$ cat src/rtl/p2s_multi.sv
// Multi-lane parallel-to-serial transmitter: NUM_CH words shifted out in lockstep
// under one bit counter, with a one-deep holding buffer for gapless back-to-back frames.
module p2s_multi #(
    parameter int unsigned DATA_W    = 40,
    parameter int unsigned NUM_CH    = 2,
    parameter bit          LSB_FIRST = 1'b0
) (
    input  logic                     SCLK,
    input  logic                     CLR,
    input  logic                     LOAD,
    input  logic [NUM_CH*DATA_W-1:0] PDATAIN,
    output logic [NUM_CH-1:0]        DATAOUT,
    output logic                     OutReady,
    output logic                     FRAME_START,
    output logic                     BUF_FULL,
    output logic                     OVERRUN
);

    localparam int unsigned CNT_W   = $clog2(DATA_W);
    localparam int unsigned BUS_W   = NUM_CH * DATA_W;
    localparam int unsigned OUT_BIT = LSB_FIRST ? 0 : DATA_W - 1;
    localparam logic [CNT_W-1:0] CNT_LAST = CNT_W'(DATA_W - 1);

    typedef enum logic {
        IDLE,
        SHIFT
    } state_t;

    state_t             state;
    logic [CNT_W-1:0]   cnt;
    logic [BUS_W-1:0]   shift_q;
    logic [BUS_W-1:0]   hold_q;
    logic [BUS_W-1:0]   shift_adv;
    logic               hold_valid;

    // Each lane moves its next bit into the OUT_BIT position.
    always_comb begin
        shift_adv = '0;
        for (int c = 0; c < NUM_CH; c++) begin
            if (LSB_FIRST) begin
                shift_adv[c*DATA_W +: DATA_W] = shift_q[c*DATA_W +: DATA_W] >> 1;
            end else begin
                shift_adv[c*DATA_W +: DATA_W] = shift_q[c*DATA_W +: DATA_W] << 1;
            end
        end
    end

    always_ff @(posedge SCLK) begin
        if (CLR) begin
            state       <= IDLE;
            cnt         <= '0;
            shift_q     <= '0;
            hold_q      <= '0;
            hold_valid  <= 1'b0;
            FRAME_START <= 1'b0;
            OVERRUN     <= 1'b0;
        end else begin
            FRAME_START <= 1'b0;
            case (state)
                IDLE: begin
                    if (LOAD) begin
                        shift_q     <= PDATAIN;
                        cnt         <= '0;
                        state       <= SHIFT;
                        FRAME_START <= 1'b1;
                    end
                end
                SHIFT: begin
                    if (cnt == CNT_LAST) begin
                        // End of word: hold has priority, then a fresh LOAD, else go idle.
                        if (hold_valid) begin
                            shift_q     <= hold_q;
                            cnt         <= '0;
                            FRAME_START <= 1'b1;
                            if (LOAD) begin
                                hold_q <= PDATAIN;
                            end else begin
                                hold_valid <= 1'b0;
                            end
                        end else if (LOAD) begin
                            shift_q     <= PDATAIN;
                            cnt         <= '0;
                            FRAME_START <= 1'b1;
                        end else begin
                            cnt   <= '0;
                            state <= IDLE;
                        end
                    end else begin
                        shift_q <= shift_adv;
                        cnt     <= cnt + CNT_W'(1);
                        if (LOAD) begin
                            if (hold_valid) begin
                                OVERRUN <= 1'b1;
                            end else begin
                                hold_q     <= PDATAIN;
                                hold_valid <= 1'b1;
                            end
                        end
                    end
                end
                default: state <= IDLE;
            endcase
        end
    end

    assign OutReady = (state == SHIFT);
    assign BUF_FULL = hold_valid;

    // Lanes are masked to zero whenever no word is being sent.
    always_comb begin
        DATAOUT = '0;
        for (int c = 0; c < NUM_CH; c++) begin
            DATAOUT[c] = OutReady & shift_q[c*DATA_W + OUT_BIT];
        end
    end

endmodule

$ cat config.mk
export PLATFORM = sky130hd
export DESIGN_NAME = p2s_multi
export DESIGN_NICKNAME = d
export VERILOG_FILES = /design/src/rtl/p2s_multi.sv
export SDC_FILE = /design/constraint.sdc
export NUM_CORES = 1
export LEC_CHECK = 0
export CORE_MARGIN = 1
export CORE_UTILIZATION = 50
export CTS_CLUSTER_DIAMETER = 60
export DETAILED_ROUTE_END_ITERATION = 12
export PLACE_DENSITY = 0.8
export SETUP_SLACK_MARGIN = 0.15
export SLEW_MARGIN = 10
export SYNTH_ARGS = -nofsm -noshare
export SYNTH_HDL_FRONTEND = slang
export SYNTH_SLANG_ARGS = --single-unit
export TNS_END_PERCENT = 5
$ cat constraint.sdc
create_clock -name SCLK -period 1.7 [get_ports SCLK]
set_input_delay 0.17 -clock SCLK [delete_from_list [all_inputs] [get_ports SCLK]]
set_output_delay 0.17 -clock SCLK [all_outputs]
set_load 0.02 [all_outputs]
## Word level (Yosys, flattened, before mapping)

Cells that the tools add are included.

| operators by class | value |
|---|---|
| $add $sub $neg | 1 |
| eq/ne operators | 5 |
| reductions and logical operators | 4 |
| multiplexer cells | 21 |
| bitwise gates (word level) | 4 |

Operators by type and width:

| operator | number |
|---|---|
| $mux W80 | 8 |
| $pmux W80 S2 | 1 |
| $mux W6 | 2 |
| $pmux W6 S2 | 1 |
| $mux W1 | 7 |
| $add A6 B1 Y6 const B | 1 |
| $eq A6 B6 Y1 const B | 1 |
| $ne A2 B2 Y1 const B | 3 |
| $reduce_and A5 Y1 | 1 |
| $pmux W1 S2 | 2 |
| $reduce_and A4 Y1 | 1 |
| $and A1 B1 Y1 | 2 |
| $ne A2 B1 Y1 const B | 1 |
| $not A1 Y1 | 2 |
| $reduce_and A2 Y1 | 1 |
| $reduce_bool A2 Y1 | 1 |

| storage, ports and cells | value |
|---|---|
| logic and storage cells | 42 |
| bits in registers | 170 |
| input port bits | 83 |

## Longest topological paths before layout

Gate-level depths: netlist of run 1.

| depth | value |
|---|---|
| word-level depth | 4 |
| gate-level depth with buffers | 7 |
| gate-level depth less buffers | 5 |

## Worst setup path before layout of run 1

Ideal clock, no wire load.

| path | value |
|---|---|
| path kind | register to register |
| start point | reg state, in the netlist OutReady |
| end point | reg hold_q[0] |
| required time | 1628 ps |
| arrival | 1706 ps |
| cell stages (with the launch flop) | 8 |
| library setup time | 72 ps |
| slack | -78 ps |
| cells stage by stage | dfxtp_1 -> buf_4 -> inv_1 -> or3_1 -> mux2i_1 -> buf_6 -> buf_12 -> mux2i_1 |

| on the way | value |
|---|---|
| longest elaborated chain between the ends | 1 |

Ends and longest elaborated chain:

| element | RTL line | text |
|---|---|---|
| start, declared | 29 | `state_t state;` |
| start signal, assigned | 50 | `state <= IDLE;` |
| start signal, assigned | 64 | `state <= SHIFT;` |
| start signal, assigned | 86 | `state <= IDLE;` |
| $reduce_and A5 Y1 (no source line) | -- |  |
| end signal, assigned | 53 | `hold_q <= '0;` |
| end signal, assigned | 76 | `hold_q <= PDATAIN;` |
| end signal, assigned | 95 | `hold_q <= PDATAIN;` |
| end, declared | 32 | `logic [BUS_W-1:0] hold_q;` |

Every way passes these cells.
A chain may end at the register's enable or synchronous reset.

## Worst setup path in the final report of run 1

| path | value |
|---|---|
| start point | reg cnt[1] |
| end point | reg hold_q[38] |

| on the way | value |
|---|---|
| longest elaborated chain between the ends | 3 |
| elaborated cells between the ends (all ways) | 6 |
| those cells by class | 3 x eq/ne; 1 x mux; 2 x reduce/logical |

Ends and longest elaborated chain:

| element | RTL line | text |
|---|---|---|
| start, declared | 30 | `logic [CNT_W-1:0] cnt;` |
| start signal, assigned | 90 | `cnt <= cnt + CNT_W'(1);` |
| $eq A6 B6 Y1 * | 69 | `if (cnt == CNT_LAST) begin` |
| $ne A2 B1 Y1 (no source line) (tied with other cells) | -- |  |
| $reduce_and A5 Y1 (no source line) | -- |  |

Mark *: on every way between the ends. The rest lies on a longest branch, timed or not.

==> impl_results.md, run 1 <==
* Status: complete, but fails checks
* Failing checks: setup timing
* Initial Utilization at 52.01%
* Root buffer cell: clkbuf_16
* Die Y at 134.3 um
* Yosys warnings at 0
* Clock insertion delay at the later pin of the skew report at between 0.4 and 0.5 ns
* CTS tree: yes
* Worst slew pin tran at 0.4645 ns
* Worst Hold Launch: LOAD
* Area leader, netlist: dfxtp_1
* Fin crit period at ~1.8 ns
* GR Overflow Total at 0
* I/O pin count at 89
* Initial antenna violation count at 0
* Worst hold path type: primary input to flop
* First-pass GRT wire length at 31,860 um
* Crit path capture type: flop
* Final setup TNS at -1.770 ns
* Worst reg2reg setup slack at -0.07 ns
* Post-Syn Area at 8747 um2
* Maximum VDD drop at 0.8105 mV
* Reg-to-Reg Start: cnt[1]$_SDFFE_PP0P_
* Area share of the largest cell type after synthesis at between 30% and 40%
* Crit path launch type: flop
* Clk buf depth at 2
* Netlist cell types at 31
* Kind of critical path: flop to flop
* Top-count cell post-synth: mux2i_1
* Clk_skew at 0.01021 ns
* Ranking of synthesized cells by area: dfxtp_1 39%, mux2i_1 27%, nand2b_1 17%
* Routed wire per std cell at 16.86 um
* Reg2Reg Depth at 7
* Gr usage total at a little over a fifth
* Crit path DAT at 2.12 ns
* Commonest cells in the netlist: 240 x mux2i_1, 238 x nand2b_1, 170 x dfxtp_1, 78 x a221oi_1, 52 x clkbuf_1
* Fin nets at 1,011
* EDFF count, synth at 0
* Initial DRT Pass Iterations at 4
* Synth Register Bits at 170
* DRT iter0 DRCs at 347
* Layout cells sized above 1 at about 11%
* Setup Viol. Count Final at 74
* Relative slew slack at 69.04%
* Worst-path clk slew at around 0.070 ns
* Max Freq at roughly 560 MHz
* Pre-CTS setup slack at -0.05347 ns
* Seq/Total Area, Yosys at 38.91%
* ANT nets after route at 0
* Mean post-synth cell area at roughly 10 um2
* Period utilisation layout at 104.3%
* Depth of the CTS H-tree at 4
* Slew Limit Fails at 0
* PwrDens at 920.9 nW/um2
* Worst Hold End: OutReady$_SDFF_PP0_
* Cts bufs inserted at 17
* Gpl congestion at 0.7641
* Synth Instances at 856
* N_diodes at 0
* Detailed Place HPWL at 11,800 um
* Fraction of registers with async set/reset at 0%
* Largest net degree at the start of global routing at between 60 and 70
* Port Buffers at 88
* Fin worst setup slack at -0.07350 ns
* Ys flop type: dfxtp_1
* Die W at 134.3 um
* DR vias/cell at 5.547
* WL final at 19,560 um
* Final Hold Viols at 0
* Hold-fix buffers, CTS at 0
* Leak at 0.004529 uW
* Via count at roughly 6.4k
* Die Area at roughly 18,000 um2
* Sink Count at 170
* RSZ-0062 raised after global routing: true
* Hold Path Depth at 3
* Max-cap violations at 0
* Net Count, Synth at 940
* CP Max Fanout at 8
* WP data required at just over 2 ns
* # DRC at 0
* Area grow syn2layout at 23.72%
* FP Rows at 47
* Vias in the first global route at 6,322
* Critical R2R Capture: hold_q[38]$_SDFFE_PP0P_
* Core area at between 15,000 and 20,000 um2
power by group:
group / leakage, uW / switching, uW / internal, uW
logic: 0.00283 / 703 / 773
registers: 0.00140 / 129 / 4240
clock network: 0.000302 / 1660 / 2460
total: 0.00453 / 2500 / 7470
how the worst max path moves through the flow:
| stage | start | to | depth (start not counted) |
|---|---|---|---|
| CTS | cnt[1]$_SDFFE_PP0P_ | hold_q[61]$_SDFFE_PP0P_ | 7 |
| global placement | cnt[1]$_SDFFE_PP0P_ | hold_q[45]$_SDFFE_PP0P_ | 7 |
| floorplan | cnt[0]$_SDFFE_PP0P_ | hold_q[0]$_SDFFE_PP0P_ | 7 |
| detailed placement | cnt[1]$_SDFFE_PP0P_ | hold_q[49]$_SDFFE_PP0P_ | 7 |
| global route | cnt[1]$_SDFFE_PP0P_ | hold_q[38]$_SDFFE_PP0P_ | 7 |
| finish | cnt[1]$_SDFFE_PP0P_ | hold_q[38]$_SDFFE_PP0P_ | 7 |
worst max-delay path: stages, from the launching register on:
cell and delay [ns]:
dfxtp_2 0.34, ha_4 0.15, and4b_2 0.23, nand2_4 0.12, mux2i_4 0.27, buf_6 0.20, buf_12 0.16, mux2i_2 0.22
per-layer routing:
layer / vias to the layer above / global-route usage [%] / part of all wire (%)
met3: 13 / 3.666 / 3.5
met5: - / 0 / 0
met2: 127 / 36.15 / 49
li1: 3191 / - / -
met1: 3104 / 29.54 / 47
met4: 0 / 5.930 / 0.81
what timing repair did:
item,4_1_cts,5_1_grt
buffers inserted,0,1
setup endpoints to repair,165,164
gates cloned,0,4
gates resized for setup,17,20
pin swaps,26,9
cell type report:
cell class              count  area, um2
clock buffers              20      467.9
clock inverters            12      162.7
fillers                  1342       5997
inverters                   3      11.26
multi-input cells         602       4977
flip-flops and latches    170       3413
well taps                 220      275.3
repair buffers            133       1514
layout by cell type (no fill, tap or decap), types with 5 or more instances in the layout:
master,instances
nor2_1,10
mux2i_2,5
dfxtp_1,166
nand2b_1,238
clkbuf_16,22
a21oi_1,5
a221oi_2,9
buf_12,16
a221oi_1,69
buf_6,5
clkdlybuf4s50_1,80
mux2i_1,233
buf_4,21
stage by stage:
| stage | hold WS [ns] | cell area (um2) | util [%] | power [uW] | std cells |
|---|---|---|---|---|---|
| floorplan | 0.3253 | 8773 | - | 5359 | 856 |
| global placement | 0.4513 | 9970 | 59.28 | 5822 | 1123 |
| detailed placement | 0.4560 | 9970 | 59.28 | 5855 | 1123 |
| CTS | 0.08908 | 10620 | 63.16 | 9972 | 1155 |
| global route | 0.1450 | 10820 | 64.34 | 10360 | 1160 |
| finish | 0.1103 | 10820 | 64.34 | 9966 | 1160 |
sequential cells by signal, indices dropped and copies added, names as in the netlist:
signal	flops
hold_q	80
shift_q	80
cnt	6
BUF_FULL	1
FRAME_START	1
OVERRUN	1
OutReady	1
kinds of logic after synthesis:
kind of cell	synth area share (%)
buffers and inverters	5.722
DFF	38.91
adders and majority gates	0.1430
muxes	27.46
AOI/OAI and AO/OA	9.140
and+or+nand+nor	18.62
(Power assumes the default switching activity.)
==> run 2, diff against run 1 <==
--- a/config.mk
+++ b/config.mk
@@ -9,7 +9,7 @@
 export CORE_UTILIZATION = 50
 export CTS_CLUSTER_DIAMETER = 60
 export DETAILED_ROUTE_END_ITERATION = 12
-export PLACE_DENSITY = 0.8
+export PLACE_DENSITY = 0.7
 export SETUP_SLACK_MARGIN = 0.15
 export SLEW_MARGIN = 10
 export SYNTH_ARGS = -nofsm -noshare
==> impl_results.md, run 2 (synthesis gave the netlist of run 1 again) <==
* Status: complete, but fails checks
* Failing checks: setup timing
* Die W at 134.3 um
* Cts bufs inserted at 17
* Port Buffers at 88
* Die Area at 18,030 um2
* Max Freq at 564.0 MHz
* Setup Viol. Count Final at 100
* Depth of the CTS H-tree at 4
* I/O pin count at 89
* Worst-path clk slew at 0.06 ns
* Via count at 6,556
* Worst hold path type: primary input to flop
* Slew Limit Fails at 0
* Area grow syn2layout at 23.85%
* CP Max Fanout at 9
* DR vias/cell at about 5.6
* # DRC at 0
* Crit path DAT at 2.11 ns
* Largest net degree at the start of global routing at 61
* Int Pwr at 7160 uW
* Finished Core Util at 64.41%
* Clk buf depth at 2
* GR Overflow Total at 0
* Layout cells sized above 1 at between 10% and 20%
* Switching share of power at 25.22%
* CTS tree: yes
* Max-cap violations at 0
* Final instance area at 10,830 um2
* Root buffer cell: clkbuf_16
* WL final at 20,550 um
* Period utilisation layout at 104.3%
* ANT nets after route at 0
* Fin nets at 1,018
* Die Y at approximately 130 um
* Leak at between 0.004 and 0.005 uW
* Sw Pwr at 2414 uW
* Routed wire per std cell at roughly 18 um
* Hold Path Depth at 3
* Part of the power in registers at between 40% and 50%
* Area post-placement at 9938 um2
* Commonest non-fill, non-tap cell in the layout: nand2b_1
* Sink Count at 170
* FP Rows at 47
* DRT iter0 DRCs at 355
* Hold-fix buffers, CTS at 0
* Final setup TNS at -2.066 ns
* N_diodes at 0
* Core area at 16,820 um2
* Initial DRT Pass Iterations at 4
* Initial antenna violation count at 0
* Reg2Reg Depth at 8
* Commonest cells after routing, fill and taps aside: 238 x nand2b_1, 235 x mux2i_1, 166 x dfxtp_1
* Kind of critical path: flop to flop
* Clk pwr share at 38.4%
* Crit path capture type: flop
* Fin crit period at 1.773 ns
* Largest registers: hold_q x80, shift_q x80, cnt x6
* Clk_skew at 0.007737 ns
* Vias in the first global route at 6,751
* WP data required at 2.03 ns
* Final Hold Viols at 0
* PwrDens at 883.8 nW/um2
* Gpl congestion at 0.7847
* First-pass GRT wire length at 33,530 um
* Clock insertion delay at the later pin of the skew report at roughly 0.43 ns
* Initial Utilization at a little over half
* RSZ-0062 raised after global routing: true
* Relative slew slack at 70.07%
* Gate power share at 15.9%
* Crit path launch type: flop
* Gr usage total at 23.24%
* PnR Total Power at 9574 uW
* Fin worst setup slack at -0.07310 ns
* Maximum VDD drop at 0.7378 mV
* Detailed Place HPWL at roughly 12,000 um
* Worst slew pin tran at 0.4490 ns
==> run 2: critical path, cell delays in order, from the launching register on <==
cell and delay, ns:
dfxtp_2 0.35, ha_4 0.13, and4b_2 0.25, nand2_4 0.09, buf_4 0.15, buf_6 0.12
buf_12 0.14, mux2i_2 0.16, a221oi_2 0.28
==> run 2: final timing paths <==
| check | endpoint | slack (ns) | from |
|---|---|---|---|
| min | OutReady$_SDFF_PP0_ | 0.1 | LOAD |
| min reg2reg | hold_q[15]$_SDFFE_PP0P_ | 0.47 | hold_q[15]$_SDFFE_PP0P_ |
| max reg2reg | shift_q[49]$_SDFF_PP0_ | -0.07 | cnt[1]$_SDFFE_PP0P_ |
| max | shift_q[49]$_SDFF_PP0_ | -0.07 | cnt[1]$_SDFFE_PP0P_ |
==> run 2: what timing repair did <==
| item | CTS | global route |
|---|---|---|
| resized for setup | 25 | 17 |
| pin swaps | 29 | 2 |
| setup buffers | 9 | 0 |
| setup endpoints to repair | 167 | 165 |
| cloned | 3 | 2 |
==> run 2: final cells by class <==
cell class / instances / area [um2]
Fill cell: 1362 / 5986
Multi-Input combinational cell: 602 / 4972
Sequential cell: 170 / 3413
Timing Repair Buffer: 140 / 1614
Clock buffer: 23 / 478.0
Tap cell: 220 / 275.3
Clock inverter: 7 / 68.82
Inverter: 3 / 11.26
==> run 2: metrics by stage <==
stage,hold WS [ns],worst slack (ns),cells
detailed placement,0.4584,-0.1611,1121
global placement,0.4514,-0.04598,1121
floorplan,0.3253,0.07207,856
global route,0.1200,-0.1334,1165
finish,0.09964,-0.07310,1165
CTS,0.08571,-0.08566,1163
==> run 2: per-layer routing <==
layer	vias up	GRT usage (%)	wire, um
met5	-	0	0
met4	0	7.179	301
met3	24	3.590	657
met2	107	41.08	10090
met1	3225	28.94	9496
li1	3200	-	-
==> run 2: power groups by stage <==
stage | Sequential (uW) | Combinational (uW) | Clock, uW
after floorplan | 4430 | 934 | 0
after global placement | 4450 | 1360 | 0
after detailed placement | 4460 | 1410 | 0
after CTS | 4380 | 1480 | 3750
after global routing | 4410 | 1650 | 3910
final | 4380 | 1520 | 3670
